===== src/rtl/fft_output_reorder.sv =====
// Bit-reversed to natural-order reorder buffer for an 8-point FFT.
// Ping-pong banks: one fills from the butterfly while the other streams out.
module fft_output_reorder #(
    parameter int CW    = 25,
    parameter int LOG2N = 3,
    parameter int SHIFT = 0
) (
    input  logic                clk_i,
    input  logic                rst_i,
    input  logic [2*CW-1:0]     in_data_i,
    input  logic [LOG2N-1:0]    in_idx_i,
    input  logic                in_valid_i,
    output logic                in_ready_o,
    output logic [2*CW-1:0]     out_data_o,
    output logic [LOG2N-1:0]    out_idx_o,
    output logic                out_valid_o,
    input  logic                out_ready_i,
    output logic                out_last_o,
    output logic [7:0]          frame_cnt_o,
    output logic                seq_err_o,
    input  logic                clr_err_i
);

    localparam int N = 1 << LOG2N;
    localparam logic [LOG2N-1:0] LAST = LOG2N'(N - 1);

    typedef enum logic {IDLE, STREAM} state_t;

    function automatic logic [LOG2N-1:0] bitrev(input logic [LOG2N-1:0] v);
        logic [LOG2N-1:0] r;
        for (int i = 0; i < LOG2N; i++) r[i] = v[LOG2N-1-i];
        return r;
    endfunction

    logic [2*CW-1:0]  mem [2][N];
    state_t           state, state_nxt;
    logic             wb, rb, wb_nxt;
    logic [1:0]       full, full_nxt;
    logic [LOG2N-1:0] wr_cnt, rd_cnt;
    logic             wr_en, wr_last, rd_fire, rd_done;

    assign wr_en   = in_valid_i && in_ready_o;
    assign wr_last = wr_en && (wr_cnt == LAST);
    assign rd_fire = (state == STREAM) && out_ready_i;
    assign rd_done = rd_fire && (rd_cnt == LAST);

    // Set and clear can land on the same edge; they always target different banks.
    always_comb begin
        // NOTE: every always_comb output gets a default first so no path infers a latch.
        full_nxt = full;
        if (wr_last) full_nxt[wb] = 1'b1;
        if (rd_done) full_nxt[rb] = 1'b0;
        wb_nxt = wb ^ wr_last;
    end

    always_comb begin
        state_nxt = state;
        case (state)
            IDLE:    if (full[rb]) state_nxt = STREAM;
            STREAM:  if (rd_done && !full[~rb]) state_nxt = IDLE;
            default: state_nxt = IDLE;
        endcase
    end

    // NOTE: sample storage is not reset; clearing the full flags is what discards a frame.
    always_ff @(posedge clk_i) begin
        if (wr_en) mem[wb][bitrev(in_idx_i)] <= in_data_i;
    end

    always_ff @(posedge clk_i or negedge rst_i) begin
        if (!rst_i) begin
            state       <= IDLE;
            wb          <= 1'b0;
            rb          <= 1'b0;
            full        <= 2'b00;
            wr_cnt      <= '0;
            rd_cnt      <= '0;
            in_ready_o  <= 1'b1;
            frame_cnt_o <= 8'd0;
            seq_err_o   <= 1'b0;
        end else begin
            // NOTE: non-blocking updates keep every register sampling pre-edge values.
            state      <= state_nxt;
            full       <= full_nxt;
            wb         <= wb_nxt;
            in_ready_o <= !full_nxt[wb_nxt];
            if (wr_en) wr_cnt <= wr_cnt + 1'b1;
            if (rd_fire) rd_cnt <= rd_cnt + 1'b1;
            if (rd_done) begin
                rb          <= ~rb;
                frame_cnt_o <= frame_cnt_o + 8'd1;
            end
            if (wr_en && (in_idx_i != wr_cnt)) seq_err_o <= 1'b1;
            else if (clr_err_i)                seq_err_o <= 1'b0;
        end
    end

    logic [2*CW-1:0]     rd_word;
    logic signed [CW-1:0] rd_re, rd_im, sc_re, sc_im;

    assign rd_word = mem[rb][rd_cnt];
    assign rd_re   = rd_word[2*CW-1:CW];
    assign rd_im   = rd_word[CW-1:0];
    assign sc_re   = rd_re >>> SHIFT;
    assign sc_im   = rd_im >>> SHIFT;

    // Data is forced to zero outside STREAM so reset shows a clean bus.
    assign out_valid_o = (state == STREAM);
    assign out_idx_o   = rd_cnt;
    assign out_last_o  = out_valid_o && (rd_cnt == LAST);
    assign out_data_o  = out_valid_o ? {sc_re, sc_im} : '0;

endmodule


===== config.mk =====
export PLATFORM = sky130hd
export DESIGN_NAME = fft_output_reorder
export DESIGN_NICKNAME = d
export VERILOG_FILES = /design/src/rtl/fft_output_reorder.sv
export SDC_FILE = /design/constraint.sdc
export NUM_CORES = 1
export LEC_CHECK = 0
export ABC_CLOCK_PERIOD_IN_PS = 6600
export CORE_MARGIN = 5
export CORE_UTILIZATION = 35
export DETAILED_ROUTE_END_ITERATION = 12
export HOLD_SLACK_MARGIN = 0.1
export MAX_ROUTING_LAYER = met4
export PLACE_DENSITY = 0.56
export REMOVE_ABC_BUFFERS = 1
export SLEW_MARGIN = 5
export SYNTH_ARGS = -nofsm -noshare
export SYNTH_HDL_FRONTEND = slang
export SYNTH_SLANG_ARGS = --single-unit

===== constraint.sdc =====
create_clock -name clk_i -period 6.6 [get_ports clk_i]
set_clock_uncertainty 0.05 [all_clocks]
set_input_delay 0.66 -clock clk_i [delete_from_list [all_inputs] [get_ports clk_i]]
set_output_delay 0.66 -clock clk_i [all_outputs]
set_load 0.01 [all_outputs]

**Word level (Yosys, flattened, before mapping)**

Memories as Yosys holds them, arrays and structs flattened.
Index checks and enable logic that the tools add are counted.

- Register bits after elaboration: 21
- Memory bits (writable): 800
- Output and inout bits: 65
- Word-level logic and storage cells: 71
- Memories kept: 1

- Add/subtract/negate cells: 3
- Magnitude comparators: 9
- Equal/unequal tests: 3
- Multiplexer cells: 25
- Bitwise gates (word level): 8
- Reduce and logical (&&, ||, !) cells: 13

Memory list:

| memory | words | width | read ports | clocked after memory_dff | wr ports | line | RTL |
|---|---|---|---|---|---|---|---|
| mem | 2 | 400 | 1 | 0 | 1 | 35 | `logic [2*CW-1:0] mem [2][N];` |

Operators with widths:

| kind | number |
|---|---|
| two-way mux 400 bit | 1 |
| two-way mux 50 bit | 4 |
| binary-select mux 50 bit (select 3 bit) | 1 |
| demux 50 bit (select 3 bit) | 1 |
| two-way mux 1 bit | 13 |
| logical AND 1 bit | 10 |
| adder 8 x 1 -> 8 bit (second input constant) | 1 |
| greater-or-equal comparator 4 bit (second input constant) | 2 |
| less-than comparator 1 x 2 -> 1 bit (second input constant) | 4 |
| inverter 3 -> 4 bit | 2 |
| adder 3 x 1 -> 3 bit (second input constant) | 2 |
| equality test 3 bit (second input constant) | 2 |
| less-than comparator 4 x 1 -> 1 bit (second input constant) | 1 |
| two-way mux 2 bit | 2 |
| != test 3 bit | 1 |
| bitwise AND 2 bit | 1 |
| demux 1 bit (select 1 bit) | 2 |
| greater-or-equal comparator 1 bit (second input constant) | 2 |
| logical NOT 1 bit | 2 |
| inverter 1 bit | 2 |
| inverter 2 bit | 1 |
| OR 2 bit | 1 |
| case mux 1 bit (2 select lines) | 1 |
| nonzero test 2 bit | 1 |
| bitwise XOR 1 bit | 1 |

**Longest topological paths before layout**

- Word-level depth: 11
- Mapped depth: 8
- Depth with buffers taken out: 6

**Worst setup path after synthesis**

OpenSTA, ideal clock, no wires.

- Kind: input port to flip-flop
- From: input port in_valid_i
- To: memory mem[0][350] (netlist bit), enable pin
- Setup time: 519 ps
- Arrival time: 4586 ps
- Required time: 6031 ps
- Slack: 1445 ps
- Cell stages on the path: 3
- Buffers on the path: 0
- Cells stage by stage: nand2_1 or3_1 nor3_1

- Word-level cells in the longest chain between the ends: 3

Ends and longest elaborated chain:

| item | line | RTL |
|---|---|---|
| start, declared | 12 | `input logic in_valid_i,` |
| logical AND 1 bit | 42 | `assign wr_en = in_valid_i && in_ready_o;` |
| two-way mux 1 bit | 67 | `if (wr_en) mem[wb][bitrev(in_idx_i)] <= in_data_i;` |
| two-way mux 400 bit (implied by the code) | 67 |  |
| end, declared | 35 |  |

Every way passes these cells.

**Worst setup path in the final report**

- From: register rd_cnt[1], in the netlist out_idx_o[1]
- To: output port out_data_o[0]

- Word-level cells in the longest chain between the ends: 5

Ends and longest elaborated chain:

| item | line | RTL |
|---|---|---|
| start, declared | 39 | `logic [LOG2N-1:0] wr_cnt, rd_cnt;` |
| start signal, assigned | 88 | `if (rd_fire) rd_cnt <= rd_cnt + 1'b1;` |
| inverter 3 -> 4 bit (implied by the code) | 101 | `assign rd_word = mem[rb][rd_cnt];` |
| binary-select mux 50 bit (select 3 bit) | 101 |  |
| two-way mux 50 bit (implied by the code) (2 in series) | 101 |  |
| two-way mux 50 bit | 111 | `assign out_data_o = out_valid_o ? {sc_re, sc_im} : '0;` |
| end, declared | 14 | `output logic [2*CW-1:0] out_data_o,` |

Every way passes these cells. The select of a mux whose other input is x is not followed.

==> flow_metrics.env <==
export IMPL_dieArea_sq_mm=0.0979
export IMPL_timing_fmax_mhz=199
export IMPL_maxSlewHeadroom_pct=17.8
export IMPL_numCtsBuffers=85
export IMPL_cts_resized=0
export IMPL_dieWidth_microns=313
export IMPL_hold_viol=0
export IMPL_gr_usage_all_layers_pct=16.0
export IMPL_synth_top_cell_by_area="edfxtp_1"
export IMPL_start_util_pct=35.1
export IMPL_post_route_drc_count=0
export IMPL_mostFrequentLayoutCells="edfxtp_1 (800), mux2i_1 (376), a22oi_1 (176)"
export IMPL_hpwl_microns=38400
export IMPL_dp_cells=2988
export IMPL_slew_viol_final=0
export IMPL_wirelength_microns=77800
export IMPL_io_buffers=122
export IMPL_wl_met2_microns=36600
export IMPL_crit_fanout=43
export IMPL_end_kind="output pin"
export IMPL_drt_iter0_markers=1372
export IMPL_timing_rr_end="mem[0][124]"
export IMPL_dpl_instance_area_sq_mm=0.0345
export IMPL_rsz0062_at_grt="false"
export IMPL_path_class="flip-flop to output pin"
export IMPL_post_route_period_util_pct=76.0
export IMPL_async_flop_share_pct=2.56
export IMPL_syn_area_sq_mm=0.0321
export IMPL_ys_ff_latch=821
export IMPL_worst_pin_slew_ns=1.23
export IMPL_mostFrequentLayoutCell="edfxtp_1"
export IMPL_grt_antenna_before_repair=8
export IMPL_root_buffer="clkbuf_16"
export IMPL_first_global_vias=16678
export IMPL_ios=123
export IMPL_via_per_inst=5.20
export IMPL_setup_viol=0
export IMPL_clk_pin_slew_ns=0.06
export IMPL_wl_per_cell_microns=24.7
export IMPL_synth_area_leaders="edfxtp_1 (75%), mux2i_1 (12%), a22oi_1 (4.1%), dfrtp_1 (1.6%), nand2_1 (1.2%)"
export IMPL_synthToLayoutAreaGrowth_pct=16.2
export IMPL_fin_nets=1952
export IMPL_synth_edf_count=800
export IMPL_leakage_nw=12.7
export IMPL_status="finished clean"
export IMPL_rr_worst_depth=5
export IMPL_h_tree_depth=3
export IMPL_layout_min_cycle_time_ns=5.02
export IMPL_place_gp_congestion=0.717
export IMPL_post_cts_setup_buffers=0
export IMPL_vias=16375
export IMPL_fin_cells=3152
export IMPL_hp_start="frame_cnt_o[7]"
export IMPL_grt_max_degree=87
export IMPL_hold_worst_slack_ns=0.440
export IMPL_cts_tree="done"
export IMPL_hp_class="flip-flop to flip-flop"
export IMPL_rows=111
export IMPL_ant_nets=0
export IMPL_syn_mean_instance_area_sq_um=18.5
export IMPL_seq_area_frac_synth_pct=76.5
export IMPL_drv_cap=0
export IMPL_synth_distinct_cells=41
export IMPL_firstDrtPassIters=5
export IMPL_required_ns=5.89
export IMPL_worstSetupStartpointType="flip-flop"
export IMPL_ir_drop_uv=263
export IMPL_wl_met1_microns=35900
export IMPL_clk_latency_ns=0.61
export IMPL_die_height_microns=313
export IMPL_clkSinkCount=821
export IMPL_coreArea_sq_mm=0.0914
export IMPL_hold_buffers=0
export IMPL_synth_top_flop_cell="edfxtp_1"
export IMPL_hold_depth=1
export IMPL_drive_gt1_share_pct=10.5
export IMPL_crit_arrival_ns=4.31
export IMPL_rrSetupSlack_ns=3.50
export IMPL_min_to="frame_cnt_o[7]"
export IMPL_timing_rr_start="in_ready_o"
export IMPL_cts_buffer_depth=3
export IMPL_overflow=0
export IMPL_power_density_mw_per_mm2=420
export IMPL_highest_layer="met4"
export IMPL_wl_met3_microns=4160
export IMPL_synth_top_area_share_pct=74.9
export IMPL_synth_cells=1736
export IMPL_ys_warn_count=0
export IMPL_grt_pass1_wl_microns=113000
export IMPL_fin_area_sq_mm=0.0373
-- power by group --
group | switching, mW | leakage, nW | internal [mW]
clock | 1.92 | 1.36 | 2.85
combinational | 2.73 | 3.88 | 2.00
sequential | 0.228 | 7.48 | 5.94
-- worst max-delay path by stage --
| stage | slack (ns) | from | endpoint |
|---|---|---|---|
| after CTS | 1.52 | out_idx_o[1] | out_data_o[0] |
| final | 1.58 | out_idx_o[1] | out_data_o[0] |
| after detailed placement | 2.20 | out_idx_o[1] | out_data_o[0] |
| after global placement | 2.23 | out_idx_o[1] | out_data_o[0] |
| after global routing | 1.39 | out_idx_o[1] | out_data_o[0] |
| after floorplan | -7.61 | rb | out_data_o[11] |
-- flip-flops by register name, indices dropped and copies added (netlist names) --
| signal | cells |
|---|---|
| out_idx_o | 3 |
| mem | 800 |
| frame_cnt_o | 8 |
| seq_err_o | 1 |
| wb | 1 |
| rb | 1 |
| in_ready_o | 1 |
| wr_cnt | 3 |
| full | 2 |
| out_valid_o | 1 |
-- worst max-delay path: stages (launching register included) --
cell	delay (ns)
dfrtp_1	0.77
nor2b_4	0.43
buf_4	0.58
buf_4	0.68
a22oi_1	0.21
nand2_1	0.11
o22ai_1	0.19
clkdlybuf4s50_1	0.60
-- cells by family after synthesis --
family | Yosys count | share of synthesized area, %
AOI/OAI and AO/OA | 259 | 5.75
adders and majority gates | 5 | 0.195
and+or+nand+nor | 140 | 1.81
xor gates and xnor gates | 14 | 0.382
buffers and inverters | 105 | 2.66
DFF | 821 | 76.5
muxes | 392 | 12.7
-- cell type report --
type / instances / area (sq um)
sequential: 821 / 24600
antenna: 6 / 15.0
tap: 1186 / 1480
fill: 8131 / 54100
inverter: 2 / 7.51
timing repair buffer: 169 / 1640
clock buffer: 109 / 2260
clock inverter: 49 / 524
multi-input combinational: 810 / 6830
-- cell usage after synthesis (all sizes together), types with 2 or more instances --
master  instances
dfrtp          20
mux2            4
o21ai          26
o22ai          40
clkbuf         43
nand2          99
xor2            5
xnor2           9
mux2i         376
nor3            6
inv             2
nor2b           2
nand2b          3
edfxtp        800
mux4           12
and2            2
buf            60
nand3           6
a22oi         176
nor2           17
ha              5
a221oi         12
nand4           2
-- routing by layer --
metal	GRT usage, %	up-vias
met5	-	-
met4	3.54	0
li1	-	7287
met2	25.1	411
met3	2.80	77
met1	22.1	8600
-- per-stage QoR --
step,setup TNS (ns),power (mW),utilization (%),worst slack (ns)
global placement,0,11.0,37.8,2.23
global route,0,16.4,40.8,1.39
floorplan,-395.16,9.30,-,-7.61
finish,0,15.7,40.8,1.58
detailed placement,0,11.1,37.8,2.20
CTS,0,15.8,40.8,1.52
Power figures use the tool's default switching activity.
